--- config.mk ---
export PLATFORM = sky130hd
export DESIGN_NAME = input_conditioner
export DESIGN_NICKNAME = d
export VERILOG_FILES = /design/src/rtl/input_conditioner.sv
export SDC_FILE = /design/constraint.sdc
export NUM_CORES = 1
export LEC_CHECK = 0
export ABC_AREA = 1
export CAP_MARGIN = 0
export CORE_MARGIN = 5
export CORE_UTILIZATION = 42
export DETAILED_ROUTE_END_ITERATION = 10
export PLACE_DENSITY = 0.72
export SLEW_MARGIN = 40
export SYNTH_ARGS = -nofsm -noshare
export SYNTH_HDL_FRONTEND = slang
export SYNTH_SLANG_ARGS = --single-unit
--- constraint.sdc ---
create_clock -name Clk -period 0.96 [get_ports Clk]
set_input_delay 0.192 -clock Clk [delete_from_list [all_inputs] [get_ports Clk]]
set_output_delay 0.192 -clock Clk [all_outputs]
set_load 0.05 [all_outputs]
--- src/rtl/input_conditioner.sv ---
// Pushbutton/switch front-end: per-button synchronizer + debounce with press/release pulses,
// and a plain two-flop synchronizer for the switch bus.

module input_conditioner_ch #(
  parameter int DEB_CYCLES = 2
) (
  input  logic Clk,
  input  logic Reset,
  input  logic i_raw,
  output logic o_level,
  output logic o_press,
  output logic o_release
);
  localparam int CW = $clog2(DEB_CYCLES) + 1;
  localparam logic [CW-1:0] CMAX = CW'(DEB_CYCLES - 1);

  logic [1:0]    r_sync;
  logic          r_lvl;
  logic [CW-1:0] r_cnt;
  logic          r_press;
  logic          r_release;
  logic          w_s2;
  logic          w_flip;

  assign w_s2   = r_sync[1];
  // The counter only reaches CMAX while s2 disagrees with lvl, so hitting it means "flip now".
  assign w_flip = (w_s2 != r_lvl) && (r_cnt == CMAX);

  always_ff @(posedge Clk or posedge Reset) begin
    if (Reset) begin
      r_sync    <= '0;
      r_lvl     <= 1'b0;
      r_cnt     <= '0;
      r_press   <= 1'b0;
      r_release <= 1'b0;
    end else begin
      r_sync    <= {r_sync[0], i_raw};
      r_press   <= w_flip &  w_s2;
      r_release <= w_flip & ~w_s2;
      if (w_s2 == r_lvl) begin
        r_cnt <= '0;
      end else if (w_flip) begin
        r_lvl <= w_s2;
        r_cnt <= '0;
      end else begin
        r_cnt <= r_cnt + 1'b1;
      end
    end
  end

  assign o_level   = r_lvl;
  assign o_press   = r_press;
  assign o_release = r_release;
endmodule

module input_conditioner #(
  parameter int NUM_BTN    = 3,
  parameter int DEB_CYCLES = 2,
  parameter int SW_WIDTH   = 8
) (
  input  logic                Clk,
  input  logic                Reset,
  input  logic [NUM_BTN-1:0]  btn_in,
  input  logic [SW_WIDTH-1:0] sw_in,
  output logic [NUM_BTN-1:0]  btn_level,
  output logic [NUM_BTN-1:0]  btn_press,
  output logic [NUM_BTN-1:0]  btn_release,
  output logic [SW_WIDTH-1:0] sw_sync
);
  logic [1:0][SW_WIDTH-1:0] r_sw;

  for (genvar g = 0; g < NUM_BTN; g++) begin : g_ch
    input_conditioner_ch #(.DEB_CYCLES(DEB_CYCLES)) u_ch (
      .Clk      (Clk),
      .Reset    (Reset),
      .i_raw    (btn_in[g]),
      .o_level  (btn_level[g]),
      .o_press  (btn_press[g]),
      .o_release(btn_release[g])
    );
  end

  // Switches are sampled by the consumer only on a press, so per-bit skew is harmless.
  always_ff @(posedge Clk or posedge Reset) begin
    if (Reset) r_sw <= '0;
    else       r_sw <= {r_sw[0], sw_in};
  end

  assign sw_sync = r_sw[1];
endmodule

# Word level (Yosys, flattened, before mapping)
# Cells that the tools add are included.
dict set report word_totals {
  wordCells 53
  ff_bits 37
}
dict set report op_classes {
  addsub 3
  bitwise 12
  n_reduce_logical 6
  n_eq_ne 9
  n_mux 6
}
# op n
set ops {}
lappend ops {{2-bit two-way mux} 6}
lappend ops {{2-bit by 1-bit adder with 2-bit output, second input constant} 3}
lappend ops {{1-bit AND} 6}
lappend ops {{2-bit by 1-bit equality test with 1-bit output, second input constant} 3}
lappend ops {{1-bit inverter} 6}
lappend ops {{2-bit AND reduction} 3}
lappend ops {{1-bit equality test} 3}
lappend ops {{1-bit logical AND} 3}
lappend ops {{1-bit inequality test} 3}

# Longest topological paths before layout
dict set report logic_depth {
  ltp_word 4
  mapped_depth 5
}

# Modules after synthesis
# A second synthesis with hierarchy kept.
dict set report hier_totals {
  cells_unflattened 94
  hier_area_um2 1188.6
}
# mod cells_per_inst n_inst seq_area_each_um2 area_each_um2
set by_module_without_submodules {}
lappend by_module_without_submodules {input_conditioner_ch 23 3 175.2 241.5}
lappend by_module_without_submodules {input_conditioner 25 1 400.4 464.2}

# Worst setup path before layout
# OpenSTA, ideal clock, no wires.
dict set report synth_path {
  path_type {register to output}
  start {register g_ch[0].u_ch.r_lvl}
  end {output port btn_level[0]}
  stages_incl_launch_ff 2
  path_slack_ps 201
  required_ps 768
  t_arrival_ps 567
  n_path_buf 1
  path_cell_list {dfrtp_1 -> buf_4}
}
# item line
set synth_rtl {}
lappend synth_rtl {{start, declared} 18} ;# logic r_lvl;
lappend synth_rtl {{start signal, assigned} 43} ;# r_lvl <= w_s2;
lappend synth_rtl {{end, declared} 65} ;# output logic [NUM_BTN-1:0] btn_level,
# No word-level cell between the ends.

# Final worst setup path
dict set report layout_path {
  start {register g_ch[1].u_ch.r_lvl}
  end {output port btn_level[1]}
}
# item line
set layout_rtl {}
lappend layout_rtl {{start, declared} 18}
lappend layout_rtl {{start signal, assigned} 43}
# No word-level cell between the ends.

==> out/metrics.cfg <==
[synth]
synthTopCellsByArea=dfrtp_1 (74%), buf_4 (10%), nand2_1 (4.5%)
synth_cell_types=9
yosysSeqAreaShare=0.744
syn_area_per_cell_sq_um=12.4
synth_top_area_frac=0.744
syn_area_sq_um=1240
ys_ff_latch=37
yosysTopAreaCell=dfrtp_1
synthCells=100
syn_nets=113
ys.warnings.count=0

[placed_design]
hpwl_mm=1.33
dpl_worst_slack_ns=0.110
placed_cells=145
gp_congestion=0.751
port_buffers=29

[floorplan]
core.rowCount=19
chipHeight_um=64.4
die_w_um=64.4
io_pins=30
core_area_sq_um=2810
start_util=0.444
die-area_sq_um=4150

[critical_path]
crit_type=register to primary output
cp_cell_sequence=buf_12
arrival_ns=0.93
crit_required_ns=0.77
crit_slowest_cell=dfrtp_1
crit-reg2reg-launch=g_ch[2].u_ch.o_level
r2r_slack_ns=0.03
endpoint_kind=primary output
crit_buf_inv=1
crit_fanout=4
slowest_delay_ns=0.44
startpoint=g_ch[1].u_ch.o_level
crit_family=flip-flops
start_kind=register

[routing]
drt-vias-per-instance=4.33
wirelength_mm=1.71
drt_first_pass_iters=4
num_vias=671
routedWlPerCell_um=11.1
detail-route-antenna-nets=0
drtIter0Drc=14
drc=0

[timing]
finalCriticalPeriod_ns=1.12
setup-violations-final=17
fin_tns_setup_ns=-2.00
max_freq_ghz=0.890
setup_ws_ns=-0.163
hold_viol=0
worst_pin_slew_ns=0.173
skew_ns=0.00410
grt_setup_unrepaired=yes
relSlewSlack=0.885
drv_slew=0
period_share=1.17

[clocking]
cts_buffer_depth=2
cts_tree=built
htree_num_levels=2
clk_latency_ns=0.32
clkTransAtPathRegs_ns=0.10
cts_root_buffer=clkbuf_4
cts.sink_count=37
cts_buffers=5

[finish]
final_util=0.613
layoutNonFillerInstCount=155
fillers=221
area_delta_synth_final_pct=38.2
antenna_cells=0
drive_gt1_frac=0.315
nets=136

[pwr]
sw_frac_of_total=0.342
p_leak_nw=0.828
p_sw_mw=1.46
peakVddDrop_v=0.00160
seqPwrFrac=0.459
p_int_mw=2.81
power_frac_comb=0.372
p_total_mw=4.27
p_clk_frac=0.169
p_per_area_nw_per_um2=2480

[global_route]
grt-ovfl-total=0
antenna_found_initial=0
track_usage=0.0976
grt_max_degree=27
grt_pass1_vias=722
grt_pass1_wl_mm=3.04

[flow_run]
drv_cap=0

[hold_path]
hp-class=input pin to asynchronous set/reset pin

[run_status]
violations=setup timing
status=finished, violations left

[flip-flops by register name (all words and copies together), names as in the netlist]
signal and flops:
r_sw 8, g_ch.u_ch.r_cnt 6, g_ch.u_ch.r_sync 6, g_ch.u_ch.o_release 3, g_ch.u_ch.o_press 3, g_ch.u_ch.o_level 3, sw_sync 8
[power by group through the flow]
stage                     logic [mW]  registers (mW)  clock network (mW)
after floorplan                 1.02            1.90                   0
after global placement          1.46            1.99                   0
after detailed placement        1.49            2.01                   0
after CTS                       1.58            1.96               0.762
after global routing            1.69            1.99               0.846
final                           1.59            1.96               0.721
[layout by cell type (no fill, tap or decap), drive strengths merged]
cell type,netlist,routed
dfrtp,37,37
buf,17,21
nand2,18,18
inv,16,15
clkdlybuf4s50,0,12
nor2,9,9
clkbuf,0,8
o21ai,3,3
clkinvlp,0,1
[cells in the mapped netlist (all sizes together)]
cell / count
buf: 17
dfrtp: 37
inv: 16
nand2: 18
nor2: 9
o21ai: 3
[cells by family (layout without fill, tap and decap cells)]
| kind of cell | after synthesis | in the layout | synth area share |
|---|---|---|---|
| AOI/OAI and AO/OA | 3 | 3 | 0.0121 |
| buffers and inverters | 33 | 57 | 0.151 |
| and+or+nand+nor | 27 | 27 | 0.0935 |
| DFF | 37 | 37 | 0.744 |
[final cells by class]
type                       instances  area [sq um]  share of cell area
timing repair buffer              33           507               0.295
sequential                        37           926               0.538
tap                               31          38.8              0.0225
inverter                          16          63.8              0.0371
multi-input combinational         30           136              0.0793
clock buffer                       8          48.8              0.0284
[metal layers]
| layer | share of wire | vias to the layer above | global-route usage | routed length [um] |
|---|---|---|---|---|
| met5 | 0 | - | 0 | 0 |
| met4 | 0.016 | 0 | 0.0501 | 28 |
| met3 | 0.063 | 3 | 0.0397 | 108 |
| met2 | 0.57 | 21 | 0.180 | 978 |
| met1 | 0.35 | 328 | 0.0918 | 597 |
| li1 | - | 319 | - | - |
[worst paths after layout]
path | end | cells past startpoint
worst max-delay path | btn_level[1] | 1
worst min-delay path | g_ch[1].u_ch.r_sync[0] | 3
worst max register to register | g_ch[2].u_ch.r_cnt[1] | 6
worst min register to register | sw_sync[7] | 0
max in group asynchronous | g_ch[2].u_ch.o_press | 3
min in group Clk | r_sw[2] | 1
[per-stage QoR]
step | hold WS (ns) | instance area (sq um)
detailed placement | 0.338 | 1650
global placement | 0.333 | 1650
finish | 0.236 | 1720
global route | 0.237 | 1720
floorplan | 0.152 | 1250
CTS | 0.230 | 1710
[what timing repair did]
action / CTS / global route
endpoints found under the setup margin: 17 / 21
pin swaps: 0 / 1
hold buffers: 0 / 0
gates resized for setup: 0 / 4
setup buffers: 2 / 0
No activity file was read; power rests on OpenSTA's default activity.
